### src/rtl/hazard_pkg.sv
// hazard_pkg: shared FSM state type and default sizing for the load-use hazard scoreboard.
package hazard_pkg;
    localparam int REG_AW_DEF   = 5;
    localparam int NUM_SRC_DEF  = 2;
    localparam int LOAD_LAT_DEF = 1;

    typedef enum logic {
        IDLE,
        STALL
    } hz_state_e;
endpackage

### src/rtl/hazard_scoreboard_if.sv
// hazard_scoreboard_if: ID/EX operand info in, pipeline stall/freeze control out.
interface hazard_scoreboard_if
    import hazard_pkg::*;
#(
    parameter int REG_AW  = REG_AW_DEF,
    parameter int NUM_SRC = NUM_SRC_DEF
);
    logic [NUM_SRC*REG_AW-1:0] id_rs_i;
    logic [NUM_SRC-1:0]        id_rs_used_i;
    logic [REG_AW-1:0]         ex_rd_i;
    logic                      ex_mem_read_i;
    logic                      flush_i;
    logic                      mem_busy_i;
    logic                      pc_write_o;
    logic                      if_id_stall_o;
    logic                      id_ex_noop_o;
    logic                      freeze_o;

    modport slave (
        input  id_rs_i, id_rs_used_i, ex_rd_i, ex_mem_read_i, flush_i, mem_busy_i,
        output pc_write_o, if_id_stall_o, id_ex_noop_o, freeze_o
    );

    modport master (
        output id_rs_i, id_rs_used_i, ex_rd_i, ex_mem_read_i, flush_i, mem_busy_i,
        input  pc_write_o, if_id_stall_o, id_ex_noop_o, freeze_o
    );
endinterface

### src/rtl/hazard_scoreboard_match.sv
// hazard_match: one ID source operand compared against the EX destination.
module hazard_match
    import hazard_pkg::*;
#(
    parameter int REG_AW = REG_AW_DEF
) (
    input  logic [REG_AW-1:0] rs,
    input  logic              used,
    input  logic [REG_AW-1:0] rd,
    output logic              hit
);
    assign hit = used && (rs == rd);
endmodule

### src/rtl/hazard_scoreboard.sv
// hazard_scoreboard: load-use stall FSM holding IF/ID and bubbling ID/EX for LOAD_LAT cycles.
// Optional HAZARD_STATS_EN adds a saturating 32-bit count of inserted bubbles (stall_cnt_o).
module hazard_scoreboard
    import hazard_pkg::*;
#(
    parameter int REG_AW   = REG_AW_DEF,
    parameter int NUM_SRC  = NUM_SRC_DEF,
    parameter int LOAD_LAT = LOAD_LAT_DEF
) (
    input  logic               clk_i,
    input  logic               rst_i,
    hazard_scoreboard_if.slave bus
`ifdef HAZARD_STATS_EN
    ,
    output logic [31:0]        stall_cnt_o
`endif
);
    localparam int              CW     = $clog2(LOAD_LAT + 1);
    localparam logic [CW-1:0]   LAT_M1 = CW'(LOAD_LAT - 1);
    localparam bit              MULTI  = LOAD_LAT > 1;

    hz_state_e          r_state, w_state_nxt;
    logic [CW-1:0]      r_cnt, w_cnt_nxt;
    logic [REG_AW-1:0]  r_pend, w_pend_nxt;
    logic [NUM_SRC-1:0] w_src_hit;
    logic               w_hit, w_stall, w_freeze, w_if_id, w_noop;

    genvar k;
    for (k = 0; k < NUM_SRC; k++) begin : g_src
        hazard_match #(.REG_AW(REG_AW)) u_match (
            .rs   (bus.id_rs_i[k*REG_AW +: REG_AW]),
            .used (bus.id_rs_used_i[k]),
            .rd   (bus.ex_rd_i),
            .hit  (w_src_hit[k])
        );
    end

    // r0 is hardwired zero, so a load targeting it can never create a dependency
    assign w_hit = bus.ex_mem_read_i && (bus.ex_rd_i != '0) && (|w_src_hit);

    always_ff @(posedge clk_i or posedge rst_i) begin
        if (rst_i) begin
            r_state <= IDLE;
            r_cnt   <= '0;
            r_pend  <= '0;
        end else begin
            r_state <= w_state_nxt;
            r_cnt   <= w_cnt_nxt;
            r_pend  <= w_pend_nxt;
        end
    end

    always_comb begin
        w_state_nxt = r_state;
        w_cnt_nxt   = r_cnt;
        w_pend_nxt  = r_pend;
        if (bus.flush_i) begin
            w_state_nxt = IDLE;
            w_cnt_nxt   = '0;
        end else if (!bus.mem_busy_i) begin
            if (r_state == IDLE) begin
                if (w_hit && MULTI) begin
                    w_state_nxt = STALL;
                    w_cnt_nxt   = LAT_M1;
                    w_pend_nxt  = bus.ex_rd_i;
                end
            end else begin
                w_cnt_nxt   = r_cnt - CW'(1);
                w_state_nxt = (r_cnt == CW'(1)) ? IDLE : STALL;
            end
        end
    end

    always_comb begin
        w_stall  = !bus.flush_i && ((r_state == STALL) || w_hit);
        w_freeze = bus.mem_busy_i;
        w_if_id  = w_stall || w_freeze;
        w_noop   = w_stall && !w_freeze;
    end

    assign bus.freeze_o      = w_freeze;
    assign bus.if_id_stall_o = w_if_id;
    assign bus.pc_write_o    = !w_if_id;
    assign bus.id_ex_noop_o  = w_noop;

    // STALL is only entered from a hit, which requires a nonzero destination
    a_pend_nonzero: assert property (@(posedge clk_i) disable iff (rst_i)
        (r_state == STALL) |-> (r_pend != '0));

`ifdef HAZARD_STATS_EN
    logic [31:0] r_stall_cnt;

    always_ff @(posedge clk_i or posedge rst_i) begin
        if (rst_i)
            r_stall_cnt <= '0;
        else if (w_noop && (r_stall_cnt != '1))
            r_stall_cnt <= r_stall_cnt + 32'd1;
    end

    assign stall_cnt_o = r_stall_cnt;
`endif
endmodule

### src/flat_wrapper.sv
// flat-port wrapper written by rule: the top's interface ports become plain ports
module hazard_scoreboard_flat import hazard_pkg::*;
#(
    parameter int REG_AW   = REG_AW_DEF,
    parameter int NUM_SRC  = NUM_SRC_DEF,
    parameter int LOAD_LAT = LOAD_LAT_DEF
)
  (clk_i, rst_i, bus_id_rs_i, bus_id_rs_used_i, bus_ex_rd_i, bus_ex_mem_read_i, bus_flush_i, bus_mem_busy_i, bus_pc_write_o, bus_if_id_stall_o, bus_id_ex_noop_o, bus_freeze_o);
  hazard_scoreboard_if #(.REG_AW(REG_AW), .NUM_SRC(NUM_SRC)) bus_i ();
  input  logic clk_i;
  input  logic rst_i;
  input wire logic [$bits(bus_i.id_rs_i)-1:0] bus_id_rs_i;
  input wire logic [$bits(bus_i.id_rs_used_i)-1:0] bus_id_rs_used_i;
  input wire logic [$bits(bus_i.ex_rd_i)-1:0] bus_ex_rd_i;
  input wire logic [$bits(bus_i.ex_mem_read_i)-1:0] bus_ex_mem_read_i;
  input wire logic [$bits(bus_i.flush_i)-1:0] bus_flush_i;
  input wire logic [$bits(bus_i.mem_busy_i)-1:0] bus_mem_busy_i;
  output wire logic [$bits(bus_i.pc_write_o)-1:0] bus_pc_write_o;
  output wire logic [$bits(bus_i.if_id_stall_o)-1:0] bus_if_id_stall_o;
  output wire logic [$bits(bus_i.id_ex_noop_o)-1:0] bus_id_ex_noop_o;
  output wire logic [$bits(bus_i.freeze_o)-1:0] bus_freeze_o;
  assign bus_i.id_rs_i = bus_id_rs_i;
  assign bus_i.id_rs_used_i = bus_id_rs_used_i;
  assign bus_i.ex_rd_i = bus_ex_rd_i;
  assign bus_i.ex_mem_read_i = bus_ex_mem_read_i;
  assign bus_i.flush_i = bus_flush_i;
  assign bus_i.mem_busy_i = bus_mem_busy_i;
  assign bus_pc_write_o = bus_i.pc_write_o;
  assign bus_if_id_stall_o = bus_i.if_id_stall_o;
  assign bus_id_ex_noop_o = bus_i.id_ex_noop_o;
  assign bus_freeze_o = bus_i.freeze_o;
  hazard_scoreboard #(.REG_AW(REG_AW), .NUM_SRC(NUM_SRC), .LOAD_LAT(LOAD_LAT)) u_core (.clk_i(clk_i), .rst_i(rst_i), .bus(bus_i));
endmodule
### config.mk
export PLATFORM = sky130hd
export DESIGN_NAME = hazard_scoreboard_flat
export DESIGN_NICKNAME = d
export VERILOG_FILES = /design/src/rtl/hazard_pkg.sv /design/src/rtl/hazard_scoreboard_if.sv /design/src/rtl/hazard_scoreboard_match.sv /design/src/rtl/hazard_scoreboard.sv /design/src/flat_wrapper.sv
export SDC_FILE = /design/constraint.sdc
export NUM_CORES = 1
export LEC_CHECK = 0
export ABC_AREA = 1
export BUFFER_PORTS_ARGS = -buffer_cell sky130_fd_sc_hd__buf_2
export CORE_AREA = 2 2 39 41
export DETAILED_ROUTE_END_ITERATION = 10
export DIE_AREA = 0 0 41 43
export GPL_ROUTABILITY_DRIVEN = 0
export SYNTH_ARGS = -nofsm -noshare
export SYNTH_HDL_FRONTEND = slang
export SYNTH_HIERARCHICAL = 1
export SYNTH_SLANG_ARGS = --single-unit
### constraint.sdc
create_clock -name clk_i -period 1.5 [get_ports clk_i]
set_input_delay 0.45 -clock clk_i [delete_from_list [all_inputs] [get_ports clk_i]]
set_output_delay 0.45 -clock clk_i [all_outputs]
set_load 0.05 [all_outputs]
After elaboration in Yosys (flattened, before gate mapping):

Index checks and enable logic that the tools add are counted.

* bits in registers: 2
* input bits: 22
* output and inout bits: 4
* logic and storage cells: 28

* add/subtract/negate cells: 1
* equality and inequality tests: 3
* multiplexer cells: 7
* reductions and logical operators: 15

Operators by type and width (count)
* $eq A5 B5 Y1: 2
* $mux W1: 7
* $logic_and A1 B1 Y1: 6
* $reduce_bool A5 Y1: 1
* $logic_not A1 Y1: 3
* $logic_or A1 B1 Y1: 2
* $ne A2 B2 Y1 const B: 1
* $reduce_and A2 Y1: 1
* $reduce_bool A2 Y1: 1
* $reduce_or A2 Y1: 1
* $sub A1 B1 Y1 const B: 1

Depth between registers and ports, before layout:

* depth in word-level cells: 8
* mapped depth: 11
* gate-level depth less buffers: 11

Hierarchy:

Netlist, hierarchy kept.

By module, submodules not included
* hazard_match: instances 2, cells each 21, area each 91.3 um^2
* hazard_scoreboard: instances 1, cells each 22, area each 167.7 um^2

Least setup slack after synthesis:

Ideal clock, no wire load.

* kind: input to output
* from: input port bus_id_rs_i[5]
* to: output port bus_id_ex_noop_o
* arrival: 1.534 ns
* setup slack: -0.484 ns
* stages on the path: 10
* buffers on the path: 0
* path through: inv_1 -> nand2_1 -> nand2_1 -> nor2_1 -> nand2_1 -> nor2_2 -> nor2_4 -> nor2_2 -> nand2_2 -> a21oi_2

* longest elaborated chain between the ends: 7

Ends and longest elaborated chain
* start: declaration: RTL line flat_wrapper.sv:12 `input wire logic [$bits(bus_i.id_rs_i)-1:0] bus_id_rs_i;`
* $eq A5 B5 Y1: RTL line hazard_scoreboard_match.sv:12 `assign hit = used && (rs == rd);`
* $logic_and A1 B1 Y1: RTL line hazard_scoreboard_match.sv:12
* net u_core.w_src_hit[1]: RTL line hazard_scoreboard.sv:25 `logic [NUM_SRC-1:0] w_src_hit;`
* $reduce_or A2 Y1: RTL line hazard_scoreboard.sv:39 `assign w_hit = bus.ex_mem_read_i && (bus.ex_rd_i != '0) && (|w_src_hit);`
* $logic_and A1 B1 Y1: RTL line hazard_scoreboard.sv:39
* $logic_or A1 B1 Y1: RTL line hazard_scoreboard.sv:75 `w_stall = !bus.flush_i && ((r_state == STALL) || w_hit);`
* $logic_and A1 B1 Y1: RTL line hazard_scoreboard.sv:75
* $logic_and A1 B1 Y1: RTL line hazard_scoreboard.sv:78 `w_noop = w_stall && !w_freeze;`
* end: declaration: RTL line flat_wrapper.sv:20 `output wire logic [$bits(bus_i.id_ex_noop_o)-1:0] bus_id_ex_noop_o;`

The timed path passes the listed nets, and every way through them passes these cells.

Worst setup path after layout:

* from: input port bus_ex_rd_i[3]
* to: output port bus_id_ex_noop_o

* longest elaborated chain between the ends: 7

Ends and longest elaborated chain
* start: declaration: RTL line flat_wrapper.sv:14 `input wire logic [$bits(bus_i.ex_rd_i)-1:0] bus_ex_rd_i;`
* $eq A5 B5 Y1: RTL line hazard_scoreboard_match.sv:12
* $logic_and A1 B1 Y1: RTL line hazard_scoreboard_match.sv:12
* net u_core.w_src_hit[1]: RTL line hazard_scoreboard.sv:25
* $reduce_or A2 Y1: RTL line hazard_scoreboard.sv:39
* $logic_and A1 B1 Y1: RTL line hazard_scoreboard.sv:39
* $logic_or A1 B1 Y1: RTL line hazard_scoreboard.sv:75
* $logic_and A1 B1 Y1: RTL line hazard_scoreboard.sv:75
* $logic_and A1 B1 Y1: RTL line hazard_scoreboard.sv:78

The timed path passes the listed nets, and every way through them passes these cells.

==> impl_metrics.py <==
metrics = {
    "run_status": {
        "status": "finished, violations left",
        "violations": "setup timing",
    },
    "detailed_routing": {
        "vias": 459,
        "wl_per_cell_um": 7.722,
        "route.detailed.drc": 0,
        "viasPerCell": 3.991,
        "first_iter_violations": 5,
        "ant_nets": 0,
        "drt-pass1-iter-count": 3,
        "wl_um": 888,
    },
    "clock_tree": {
        "cts_tree": "done",
        "insertion_delay_ns": 0.21,
        "path_clk_slew_ns": 0.03,
        "post-cts-setup-buffers": 0,
        "tritoncts.num_buffers": 3,
        "clock-root-buffer": "clkbuf_4",
        "cts.sinks": 2,
        "htree_levels": 1,
        "cts_hold_buf": 0,
        "clock_path_buffers": 2,
    },
    "timing": {
        "rsz0062_at_grt": "true",
        "fin_setup_tns_ns": -1.343,
        "fin_crit_ns": 1.982,
        "slew_viol_final": 0,
        "timing.fmax_mhz": 504.6,
        "worst_pin_slew_ns": 0.2498,
        "setup_ws_ns": -0.4817,
        "finalCritPeriodShare": 1.321,
        "skew_ns": 0.00002959,
        "hold_violations": 0,
        "maxSlewHeadroom": 0.8346,
        "fin_hold_ws_ns": 0.07593,
        "setup-violations-final": 3,
    },
    "setup_path": {
        "reg2reg_setup_slack_ns": 0.62,
        "cp_slowest_stage_delay_ns": 0.17,
        "worst_ep_arrival_time_ns": 1.53,
        "r2r_cells": 3,
        "crit_fanout": 5,
        "crit_type": "input port to output port",
        "rr_startpoint": "u_core/r_state",
        "cp-end-kind": "output port",
        "crit_path_frequent_cell": "nand2_2",
        "r2r-end": "u_core/r_state",
        "cp_data_required_time_ns": 1.05,
        "crit_buf_inv": 3,
        "crit_path_cell_trace": "buf_12, inv_4, nand2_2, nand2_2, nor2_1, nand2_1, nor2_2, nor2_4, nor2_2, nand2_2, a21oi_4, buf_6",
        "crit_slowest_cell": "buf_6",
        "cp.depth": 12,
        "startpoint_type": "input port",
        "path_delay_family": "simple AND/OR/NAND/NOR gates",
    },
    "floorplan": {
        "die-area_um2": 1763,
        "start_util": 0.2532,
        "core_um2": 1384,
        "rows": 14,
        "dieHeight_um": 43,
        "ios": 26,
        "die-width_um": 41,
    },
    "synthesis": {
        "ys_seq_area_frac": 0.1429,
        "syn_area_um2": 350.3,
        "syn_avg_cell_area_um2": 5.474,
        "ys_types": 16,
        "synth_nets": 86,
        "ys_warn_count": 6,
        "syn_inst": 64,
        "ys_ff_latch": 2,
    },
    "layout": {
        "diodes": 0,
        "drive_gt1_frac": 0.6566,
        "area.growth.synth_to_final_pct": 107.9,
        "fin_util": 0.5262,
        "final_net_count": 123,
    },
    "worst_hold_path": {
        "hold_class": "input port to asynchronous set/reset pin",
    },
    "place": {
        "numPortBuffers": 25,
        "dpl_worst_slack_ns": -0.6712,
        "dpl.hpwl_um": 716.1,
    },
    "flow_run": {
        "drv_cap": 0,
    },
    "global_routing": {
        "grt.overflow.total": 0,
        "grtUsageTotal": 0.1195,
        "grt_pass1_vias": 419,
        "grt_max_degree": 6,
        "grt_pass1_wl_um": 1469,
        "antenna_found_initial": 0,
    },
    "power_and_ir_drop": {
        "leakage_nw": 0.3920,
        "power.density_nw_per_um2": 459.8,
        "power.total_uw": 334.8,
        "vdd_drop_max_mv": 0.4239,
    },
}
-- power by group --
group | switching (mW) | internal, mW
registers | 0 | 0.0544
clock network | 0.0243 | 0.0877
logic | 0.0807 | 0.0878
-- flip-flops by register name, summed over array words and instances, names as in the netlist --
name and count:
u_core/r_cnt 1, u_core/r_state 1
-- cells in the final DEF, fill, tap and decap left out --
cell / count
nand3_4: 1
a21oi_4: 1
nand2_2: 11
nand2_1: 12
xnor2_1: 4
inv_1: 4
buf_2: 15
a21oi_1: 2
dfrtp_1: 2
buf_4: 8
buf_6: 6
buf_12: 2
inv_2: 4
nor2_1: 8
nand3_1: 1
clkbuf_4: 3
inv_8: 3
nor3_2: 1
and3_1: 1
nor2_2: 3
buf_8: 2
nor2_4: 1
inv_4: 4
-- worst register-to-register path, stage by stage (launching register included) --
cell and delay [ns]:
dfrtp_1 0.38, nand2_1 0.20, buf_4 0.15, a21oi_1 0.03
-- how the worst max path moves through the flow --
stage | start | end | slack, ns
3_3_place_gp | bus_ex_rd_i[1] | bus_id_ex_noop_o | -0.65
5_1_grt | bus_ex_rd_i[0] | bus_id_ex_noop_o | -0.58
6_report | bus_ex_rd_i[3] | bus_id_ex_noop_o | -0.48
3_5_place_dp | bus_ex_rd_i[1] | bus_id_ex_noop_o | -0.67
4_1_cts | bus_ex_rd_i[1] | bus_id_ex_noop_o | -0.48
2_1_floorplan | bus_ex_rd_i[1] | bus_id_ex_noop_o | -0.35
-- cells by family (layout without fill, tap and decap cells) --
logic type | Yosys count | in the layout | share of synthesized area
AO/OA/AOI/OAI | 3 | 3 | 0.05358
XOR/XNOR | 4 | 4 | 0.09999
buffers and inverters | 16 | 51 | 0.1822
flip-flops | 2 | 2 | 0.1429
AND/OR/NAND/NOR | 39 | 39 | 0.5214
-- layer usage --
| metal | vias up | global-route usage | wire length [um] |
|---|---|---|---|
| li1 | 254 | - | - |
| met1 | 197 | 0.1318 | 329 |
| met2 | 8 | 0.2063 | 515 |
| met3 | 0 | 0.01571 | 43 |
| met4 | 0 | 0.06000 | 0 |
| met5 | - | 0 | 0 |
-- cells in the mapped netlist --
cell type	count	area, um^2
nand3_2	1	10.01
nand2_1	21	78.83
xnor2_1	4	35.03
nor2_4	1	11.26
and3_1	1	6.260
nor3_2	1	10.01
nand2_2	2	12.51
nor2_1	8	30.03
nand3_1	1	5.000
inv_1	13	48.80
a21oi_1	2	10.01
nor2_2	3	18.77
dfrtp_1	2	50.05
a21oi_2	1	8.760
inv_2	2	7.510
buf_4	1	7.510
-- stage by stage --
stage               instance area (um^2)  std cells
floorplan                          395.4         64
global placement                   593.1        112
detailed placement                 593.1        112
CTS                                680.7        115
global route                       728.2        115
finish                             728.2        115
-- repair_timing --
item | 4_1_cts | 5_1_grt
pin swaps | 11 | 20
gates resized for setup | 19 | 19
endpoints found under the setup margin | 3 | 3
-- cell type report --
cell class	instances	area, um^2
Clock buffer	3	22.52
Multi-Input combinational cell	46	274.0
Timing Repair Buffer	33	272.8
Fill cell	147	655.6
Inverter	15	88.84
Sequential cell	2	50.05
Tap cell	16	20.02
No activity file was read; power rests on OpenSTA's default activity.
